===== src/rtl/tipi_link_pkg.sv =====
// tipi_link_pkg: shared state encoding, register selects and poll interval for the TIPI link master
package tipi_link_pkg;
  typedef enum logic [2:0] {IDLE, SETUP, WBIT, LATCH, LOAD, PRIMEC, RBIT, DONE} state_t;
  localparam logic [1:0] RC = 2'b00;
  localparam logic [1:0] RD = 2'b01;
  localparam logic [1:0] TC = 2'b10;
  localparam logic [1:0] TD = 2'b11;
  localparam int POLL_INTERVAL = 256;
endpackage


===== src/rtl/tipi_link_phase_timer.sv =====
// tipi_link_phase_timer: DIV-cycle down-counter pulsing phase_done on the last clk of each phase
module tipi_link_phase_timer #(
  parameter int DIV = 4
) (
  input  logic clk,
  input  logic reset,
  input  logic restart,
  output logic phase_done
);
  localparam int W = DIV > 1 ? $clog2(DIV) : 1;
  logic [W-1:0] cnt;
  assign phase_done = cnt == '0;
  // reload on every state change and at the end of each phase, otherwise count down
  always_ff @(posedge clk or posedge reset)
    if (reset) cnt <= '0;
    else cnt <= (restart || phase_done) ? W'(DIV - 1) : cnt - 1'b1;
endmodule


===== src/rtl/tipi_link_master.sv =====
// tipi_link_master: drives the TIPI register link pins for byte reads/writes; TIPI_LINK_POLL_EN adds TC polling
module tipi_link_master
  import tipi_link_pkg::*;
#(
  parameter int DIV   = 4,
  parameter int PRIME = 1
) (
  input  logic       clk,
  input  logic       reset,
`ifdef TIPI_LINK_POLL_EN
  input  logic       poll_en,
  output logic       tc_change,
`endif
  input  logic       req,
  input  logic       rt,
  input  logic       cd,
  input  logic [7:0] wdata,
  output logic       busy,
  output logic       ack,
  output logic [7:0] rdata,
  output logic       r_clk,
  output logic       r_cd,
  output logic       r_rt,
  output logic       r_le,
  output logic       r_dout,
  input  logic       r_din
);
  localparam int PW = $clog2(2 * PRIME + 17);
  state_t state, state_n;
  logic [PW-1:0] ph, ph_n;
  logic [7:0] sh, go_wdata;
  logic pd, go, go_rt, go_cd, is_poll, bits_last, prime_last, last_sample;

  tipi_link_phase_timer #(.DIV(DIV)) u_timer (
    .clk(clk),
    .reset(reset),
    .restart(state_n != state),
    .phase_done(pd)
  );

  assign bits_last   = ph == PW'(15);
  assign prime_last  = ph == PW'(2 * PRIME - 1);
  assign last_sample = pd && state == RBIT && bits_last;
  assign r_clk = (state == WBIT || state == PRIMEC || state == RBIT) && ph[0];
  assign r_le  = state == LATCH || state == LOAD;
  assign ack   = state == DONE && !is_poll;
  assign busy  = state != IDLE && state != DONE && !is_poll;

  // next state and phase index; ph counts low/high half-phases inside the clocked states
  always_comb begin
    state_n = state;
    ph_n = ph;
    case (state)
      IDLE:   if (go) begin state_n = SETUP; ph_n = '0; end
      SETUP:  if (pd) state_n = r_rt ? LOAD : WBIT;
      WBIT:   if (pd) begin state_n = bits_last ? LATCH : WBIT; ph_n = ph + 1'b1; end
      LATCH:  if (pd) state_n = DONE;
      LOAD:   if (pd) state_n = PRIME == 0 ? RBIT : PRIMEC;
      PRIMEC: if (pd) begin state_n = prime_last ? RBIT : PRIMEC; ph_n = prime_last ? '0 : ph + 1'b1; end
      RBIT:   if (pd) begin state_n = bits_last ? DONE : RBIT; ph_n = ph + 1'b1; end
      DONE:   state_n = IDLE;
      default: state_n = IDLE;
    endcase
  end

  // state, selects, write bit presentation at each low phase, read sampling at the end of each high phase
  always_ff @(posedge clk or posedge reset)
    if (reset) begin
      state <= IDLE;
      ph <= '0;
      sh <= '0;
      r_rt <= 1'b0;
      r_cd <= 1'b0;
      r_dout <= 1'b0;
      rdata <= '0;
    end else begin
      state <= state_n;
      ph <= ph_n;
      if (state == IDLE && go) begin
        r_rt <= go_rt;
        r_cd <= go_cd;
        sh <= go_wdata;
      end
      if (pd && state_n == WBIT && !ph_n[0]) begin
        r_dout <= sh[7];
        sh <= {sh[6:0], 1'b0};
      end
      if (pd && state == RBIT && ph[0]) sh <= {sh[6:0], r_din};
      if (last_sample && !is_poll) rdata <= {sh[6:0], r_din};
    end

`ifdef TIPI_LINK_POLL_EN
  logic pend, pend_rt, pend_cd, poll_due;
  logic [7:0] pend_wdata, last_tc, poll_cnt;
  assign go = req | pend | (poll_due & poll_en);
  assign {go_rt, go_cd} = pend ? {pend_rt, pend_cd} : req ? {rt, cd} : TC;
  assign go_wdata = pend ? pend_wdata : wdata;
  // poll scheduling, client request parked during a poll, and TC change detection
  always_ff @(posedge clk or posedge reset)
    if (reset) begin
      poll_cnt <= '0;
      poll_due <= 1'b0;
      is_poll <= 1'b0;
      pend <= 1'b0;
      pend_rt <= 1'b0;
      pend_cd <= 1'b0;
      pend_wdata <= '0;
      last_tc <= '0;
      tc_change <= 1'b0;
    end else begin
      poll_cnt <= poll_en ? poll_cnt + 8'd1 : 8'd0;
      if (poll_en && poll_cnt == 8'(POLL_INTERVAL - 1)) poll_due <= 1'b1;
      else if (state == IDLE && go && !req && !pend) poll_due <= 1'b0;
      if (state == IDLE && go) begin
        is_poll <= !req && !pend;
        pend <= 1'b0;
      end else if (req && is_poll && state != IDLE && !pend) begin
        pend <= 1'b1;
        pend_rt <= rt;
        pend_cd <= cd;
        pend_wdata <= wdata;
      end
      tc_change <= 1'b0;
      if (last_sample && is_poll) begin
        last_tc <= {sh[6:0], r_din};
        tc_change <= last_tc != {sh[6:0], r_din};
      end
    end
`else
  assign go = req;
  assign go_rt = rt;
  assign go_cd = cd;
  assign go_wdata = wdata;
  assign is_poll = 1'b0;
`endif
endmodule

===== config.mk =====
export PLATFORM = sky130hd
export DESIGN_NAME = tipi_link_master
export DESIGN_NICKNAME = d
export VERILOG_FILES = /design/src/rtl/tipi_link_pkg.sv /design/src/rtl/tipi_link_phase_timer.sv /design/src/rtl/tipi_link_master.sv
export SDC_FILE = /design/constraint.sdc
export NUM_CORES = 1
export LEC_CHECK = 0
export CAP_MARGIN = 20
export CORE_MARGIN = 2
export CORE_UTILIZATION = 52
export DETAILED_ROUTE_END_ITERATION = 10
export MAX_ROUTING_LAYER = met4
export PLACE_DENSITY_LB_ADDON = 0.08
export SLEW_MARGIN = 20
export SYNTH_ARGS = -nofsm -noshare
export SYNTH_HDL_FRONTEND = slang
export SYNTH_SLANG_ARGS = --single-unit

===== constraint.sdc =====
create_clock -name clk -period 3 [get_ports clk]
set_clock_uncertainty 0.1 [all_clocks]
set_input_delay 0.45 -clock clk [delete_from_list [all_inputs] [get_ports clk]]
set_output_delay 0.45 -clock clk [all_outputs]
set_load 0.005 [all_outputs]

* Yosys cells after proc, flatten, opt, wreduce, memory -nomap -nowiden
Cells that the tools add are included.
Operators by class: eq/ne operators 15, muxes and demuxes 21, add/sub/neg operators 2, reduce and logical (&&, ||, !) cells 20
Operators by type and width (number):
- $mux W3 | 8
- $mux W8 | 3
- $pmux W3 S8 | 1
- $mux W5 | 4
- $pmux W5 S3 | 1
- $eq A3 B3 Y1 const B | 4
- $eq A3 B2 Y1 const B | 3
- $reduce_bool A3 Y1 | 3
- $logic_and A1 B1 Y1 | 8
- $add A5 B1 Y5 const B | 1
- $eq A5 B1 Y1 const B | 1
- $eq A5 B4 Y1 const B | 1
- $logic_or A1 B1 Y1 | 4
- $mux W2 | 2
- $ne A2 B2 Y1 const B | 2
- $reduce_and A4 Y1 | 1
- $eq A3 B1 Y1 const B | 1
- $logic_not A3 Y1 | 1
- $ne A3 B3 Y1 | 1
- $ne A3 B3 Y1 const B | 1
- $logic_not A2 Y1 | 1
- $mux W1 | 2
- $ne A2 B1 Y1 const B | 1
- $reduce_or A2 Y1 | 1
- 2 further kinds | 2
Word-level totals: logic and storage cells 67, register bits after elaboration 29, output and inout bits 15, bits of input ports 14

* Logic depth before layout (Yosys ltp)
word-level depth 9, gate-level depth with buffers 8, gate-level depth less buffers 8

* By module
A second synthesis with hierarchy kept.
Second synthesis, totals: cells, all modules 147, area total of the unflattened synthesis 1631.6 µm²
Modules (own cells, without submodules):
- tipi_link_master | cells an instance 139, times used 1, area an instance 1540.2 µm², seq. area each 675.6 µm²
- tipi_link_phase_timer | cells an instance 8, times used 1, area an instance 91.3 µm², seq. area each 50.0 µm²

* Worst setup path after synthesis
Ideal clock, no wire load.
path kind register -> register, start point reg ph[0], end point reg sh[1], cell stages (with the launch flop) 9, buffers on the path 0, arrival time 2.193 ns, slack 0.582 ns, data required time 2.775 ns, setup time 0.125 ns, period minus slack after synthesis 2.418 ns, path through dfrtp_1 > ha_1 > and3_1 > ha_1 > and4b_2 > a311oi_2 > and4bb_4 > a31oi_4 > mux2_4
On the way: word-level cells in the longest chain between the ends 9, elaborated cells on any way between the ends 23, classes of those cells 1 x add/sub; 3 x eq/ne; 14 x mux; 5 x reduce/logical
RTL lines:
- start: declaration | RTL line tipi_link_master.sv:30 | logic [PW-1:0] ph, ph_n;
- start signal: assignment | RTL line tipi_link_master.sv:78 | ph <= ph_n;
- $eq A5 B4 Y1 or $eq A5 B1 Y1 (tied branches) | RTL line tipi_link_master.sv:41, tipi_link_master.sv:42
- $mux W1 or $mux W2 (tied branches) | RTL line tipi_link_master.sv:56, tipi_link_master.sv:60, tipi_link_master.sv:59
- $mux W3 (on tied branches) | RTL line tipi_link_master.sv:60, tipi_link_master.sv:56, tipi_link_master.sv:59
- $pmux W3 S8 | RTL line tipi_link_master.sv:53 | case (state)
- $eq A3 B2 Y1 | RTL line tipi_link_master.sv:84 | if (pd && state_n == WBIT && !ph_n[0]) begin
- $logic_and A1 B1 Y1 (2 in series) | RTL line tipi_link_master.sv:84
- $mux W8 | RTL line tipi_link_master.sv:84
- $mux W8 | RTL line tipi_link_master.sv:88 | if (pd && state == RBIT && ph[0]) sh <= {sh[6:0], r_din};
- end signal: assignment | RTL line tipi_link_master.sv:82 | sh <= go_wdata;
- end signal: assignment | RTL line tipi_link_master.sv:86 | sh <= {sh[6:0], 1'b0};
- end signal: assignment | RTL line tipi_link_master.sv:88
- end: declaration | RTL line tipi_link_master.sv:31 | logic [7:0] sh, go_wdata;
Several ways; a longest one is shown, not always the timed one. The select of a mux whose other input is x is not followed. A chain may end at the register's enable or synchronous reset.

* Worst setup path in the final report
start point reg ph[0], end point reg sh[3]
The elaborated chain is that of the path after synthesis.

==> results by group <==
Clock tree
  – Clock Root Buffer: clkbuf_4
  – CTS clk-pin slew, worst paths: 90 ps
  – CTS Hold Bufs: 0
  – CTS resizes: 0
  – # clock sinks: 29
  – Clk buf depth: 2
  – Post-CTS setup buffers: 0
  – CTS H-tree depth: 2
  – Clock Latency Late Sink: 320 ps
  – CTS buffer count: 5
  – TritonCTS clock tree: yes

Detailed routing
  – DRC violations left: 0
  – DR vias: 1107
  – Drt pass-1 iters: 4
  – Detailed Route WL: 3150 um
  – WL/cell: 16.2 um
  – Initial DRC Count: 19
  – Antenna viol nets, final: 0
  – Vias per cell: 5.68

STA
  – Final hold vios: 0
  – Slew @ Worst Pin: 545 ps
  – Crit share post-route: 87.7%
  – RSZ-0062 raised after global routing: false
  – Max Transition Viols Final: 0
  – Slew margin rel.: 63.6%
  – Clock period minus final worst setup slack: 2630 ps
  – Min setup slack post-route: 369 ps
  – Maximum clock rate: 380 MHz
  – Count of final setup violators: 0
  – Fin Setup TNS: 0 ps

Synthesis
  – Register bit total from synthesis: 29
  – Post-synth EDFFs: 0
  – Post-Synthesis Cells: 129
  – Synth unique cells: 42
  – Async SR Flop Fraction: 100%
  – Syn Area/Cell: 12.4 um2
  – YS warnings: 0
  – Post-Syn Area: 0.00161 mm2
  – Sequential element share of the synthesized area: 45.2%
  – Most used DFF post-synth: dfrtp_1
  – Synthesized Nets: 147

Final layout
  – FF+latch area: 726 um2
  – Cell Count, Final, Fillers Out: 195
  – Fin nets: 179
  – Most frequent cells in the layout: 29 x dfrtp_1, 28 x clkdlybuf4s50_1, 17 x mux2_2
  – Number of diodes: 0
  – Commonest non-fill, non-tap cell in the layout: dfrtp_1
  – Synth-to-layout area growth: 24.0%
  – Filler Cells Inserted: 252
  – Multi-input gate area: 810 um2
  – Layout cells sized above 1: 27.8%

Global routing
  – Largest net degree at the start of global routing: 22
  – Vias in the first global route: 1100
  – Antenna violations before repair: 0
  – First-pass GRT wire length: 5160 um
  – Total GRT Usage: 20.6%
  – Grt total ovfl: 0

Place
  – Setup WS pre-CTS: 388 ps
  – Dpl cells: 187
  – Routability cong.: 0.797
  – Input/output buffers: 28
  – DP Wirelength: 2320 um

Floorplan
  – Core box area: 0.00300 mm2
  – Die Y: 59.6 um
  – Cell Rows: 20
  – Starting Density: 53.5%
  – Die ar.: 0.00355 mm2
  – Die width: 59.6 um
  – # IOs: 29

Setup path
  – Crit-path max FO: 7
  – Critical Path Source: ph[0]
  – Reg2reg start: ph[0]
  – CP peak stage delay: 470 ps
  – WP buf/inv: 0
  – Critical path data required time: 3110 ps
  – Crit path kind: flip-flop to flip-flop
  – Flop2flop setup slack: 370 ps
  – CP Depth: 8
  – Setup crit end: sh[3]
  – Startpoint types: flip-flop
  – Reg2Reg Depth: 8
  – Crit-path slowest cell: dfrtp_1
  – Critical path's most frequent cell: ha_1
  – Arr. time, crit path: 2740 ps
  – Crit-path leading delay family: simple AND/OR/NAND/NOR gates
  – Worst-path cell chain: ha_1 -> and3_1 -> ha_1 -> and4b_2 -> a311oi_2 -> and4bb_4 -> a31oi_4 -> mux2_4
  – Reg2Reg Capture Point: sh[3]
  – Setup crit end kind: flip-flop

Power and ir drop
  – Max VDD drop: 0.404 mV
  – Power share of the clock group: 19.5%
  – Pleak: 0.908 nW
  – P_sw: 0.584 mW
  – Sequential share of power: 38.8%
  – Power Dens Cells: 859 mW/mm2
  – Switching share of total power: 34.2%
  – Pint: 1.13 mW
  – Logic pwr share: 41.7%

Outcome
  – Result of the run: completed

Flow run
  – Max Cap Violations: 0

Hold path
  – Worst Hold Class: input pin to asynchronous set/reset pin
## flip-flops by register name, summed over array words and instances, names as in the netlist
signal and flops:
state 3, ph 5, rdata 8, r_dout 1, sh 8, r_cd 1
r_rt 1, u_timer.cnt 2
## stage by stage
step	util, %	power, mW	hold slack (ps)	instance area, um2
3_5_place_dp	63.5	1.38	333	1910
6_report	66.3	1.71	278	1990
5_1_grt	66.3	1.84	286	1990
3_3_place_gp	63.5	1.36	320	1910
4_1_cts	66.3	1.72	278	1990
2_1_floorplan	-	1.19	306	1610
## kinds of logic after synthesis
family	count (synthesis)	share of synthesized area (%)
AOI/OAI and AO/OA	24	12.4
xor gates and xnor gates	1	0.546
adders and majority gates	4	3.12
buffers and inverters	13	4.36
DFF	29	45.2
muxes	26	19.8
and+or+nand+nor	32	14.6
## layer usage
layer  vias to the layer above  track usage [%]  wire length [um]
met5                         -                -                 0
met4                         0             10.8                88
met3                         9             5.02               125
met2                        26             30.9              1460
met1                       538             25.5              1480
li1                        534                -                 -
## cell type report
class / count / share of cell area [%]
flip-flops and latches: 29 / 36.5
clock buffers: 7 / 2.77
clock inverters: 1 / 1.51
well taps: 33 / 2.07
multi-input cells: 87 / 40.7
inverters: 7 / 1.32
repair buffers: 31 / 15.2
## worst min path at each step
| stage | from | end | slack, ps | cells after the start |
|---|---|---|---|---|
| 5_1_grt | reset | r_cd | 290 | 2 |
| 3_5_place_dp | u_timer.cnt[0] | u_timer.cnt[0] | 330 | 1 |
| 4_1_cts | reset | ph[0] | 280 | 2 |
| 3_3_place_gp | u_timer.cnt[0] | u_timer.cnt[0] | 320 | 1 |
| 6_report | reset | ph[0] | 280 | 2 |
| 2_1_floorplan | u_timer.cnt[0] | u_timer.cnt[0] | 310 | 1 |
## Yosys cell counts (all sizes together) (2+ instances only)
cell type	n	area share [%]
dfrtp	29	45
mux2	25	19
inv	7	1.6
nand2	6	1.4
o21ai	6	1.9
buf	5	2.5
ha	4	3.1
nor2	4	0.94
o22ai	4	1.6
a21o	3	1.4
a21oi	3	0.94
and3	3	1.2
nand2b	3	1.3
nor3b	3	1.7
and2	2	0.78
nand3	2	0.62
nor3	2	0.62
nor4b	2	3.0
## power groups by stage
stage / sequential [mW] / clock, mW / combinational, mW
2_1_floorplan: 0.593 / 0 / 0.598
3_3_place_gp: 0.661 / 0 / 0.696
3_5_place_dp: 0.670 / 0 / 0.714
4_1_cts: 0.663 / 0.343 / 0.716
5_1_grt: 0.687 / 0.367 / 0.784
6_report: 0.664 / 0.334 / 0.713
No activity file was read; power rests on OpenSTA's default activity.
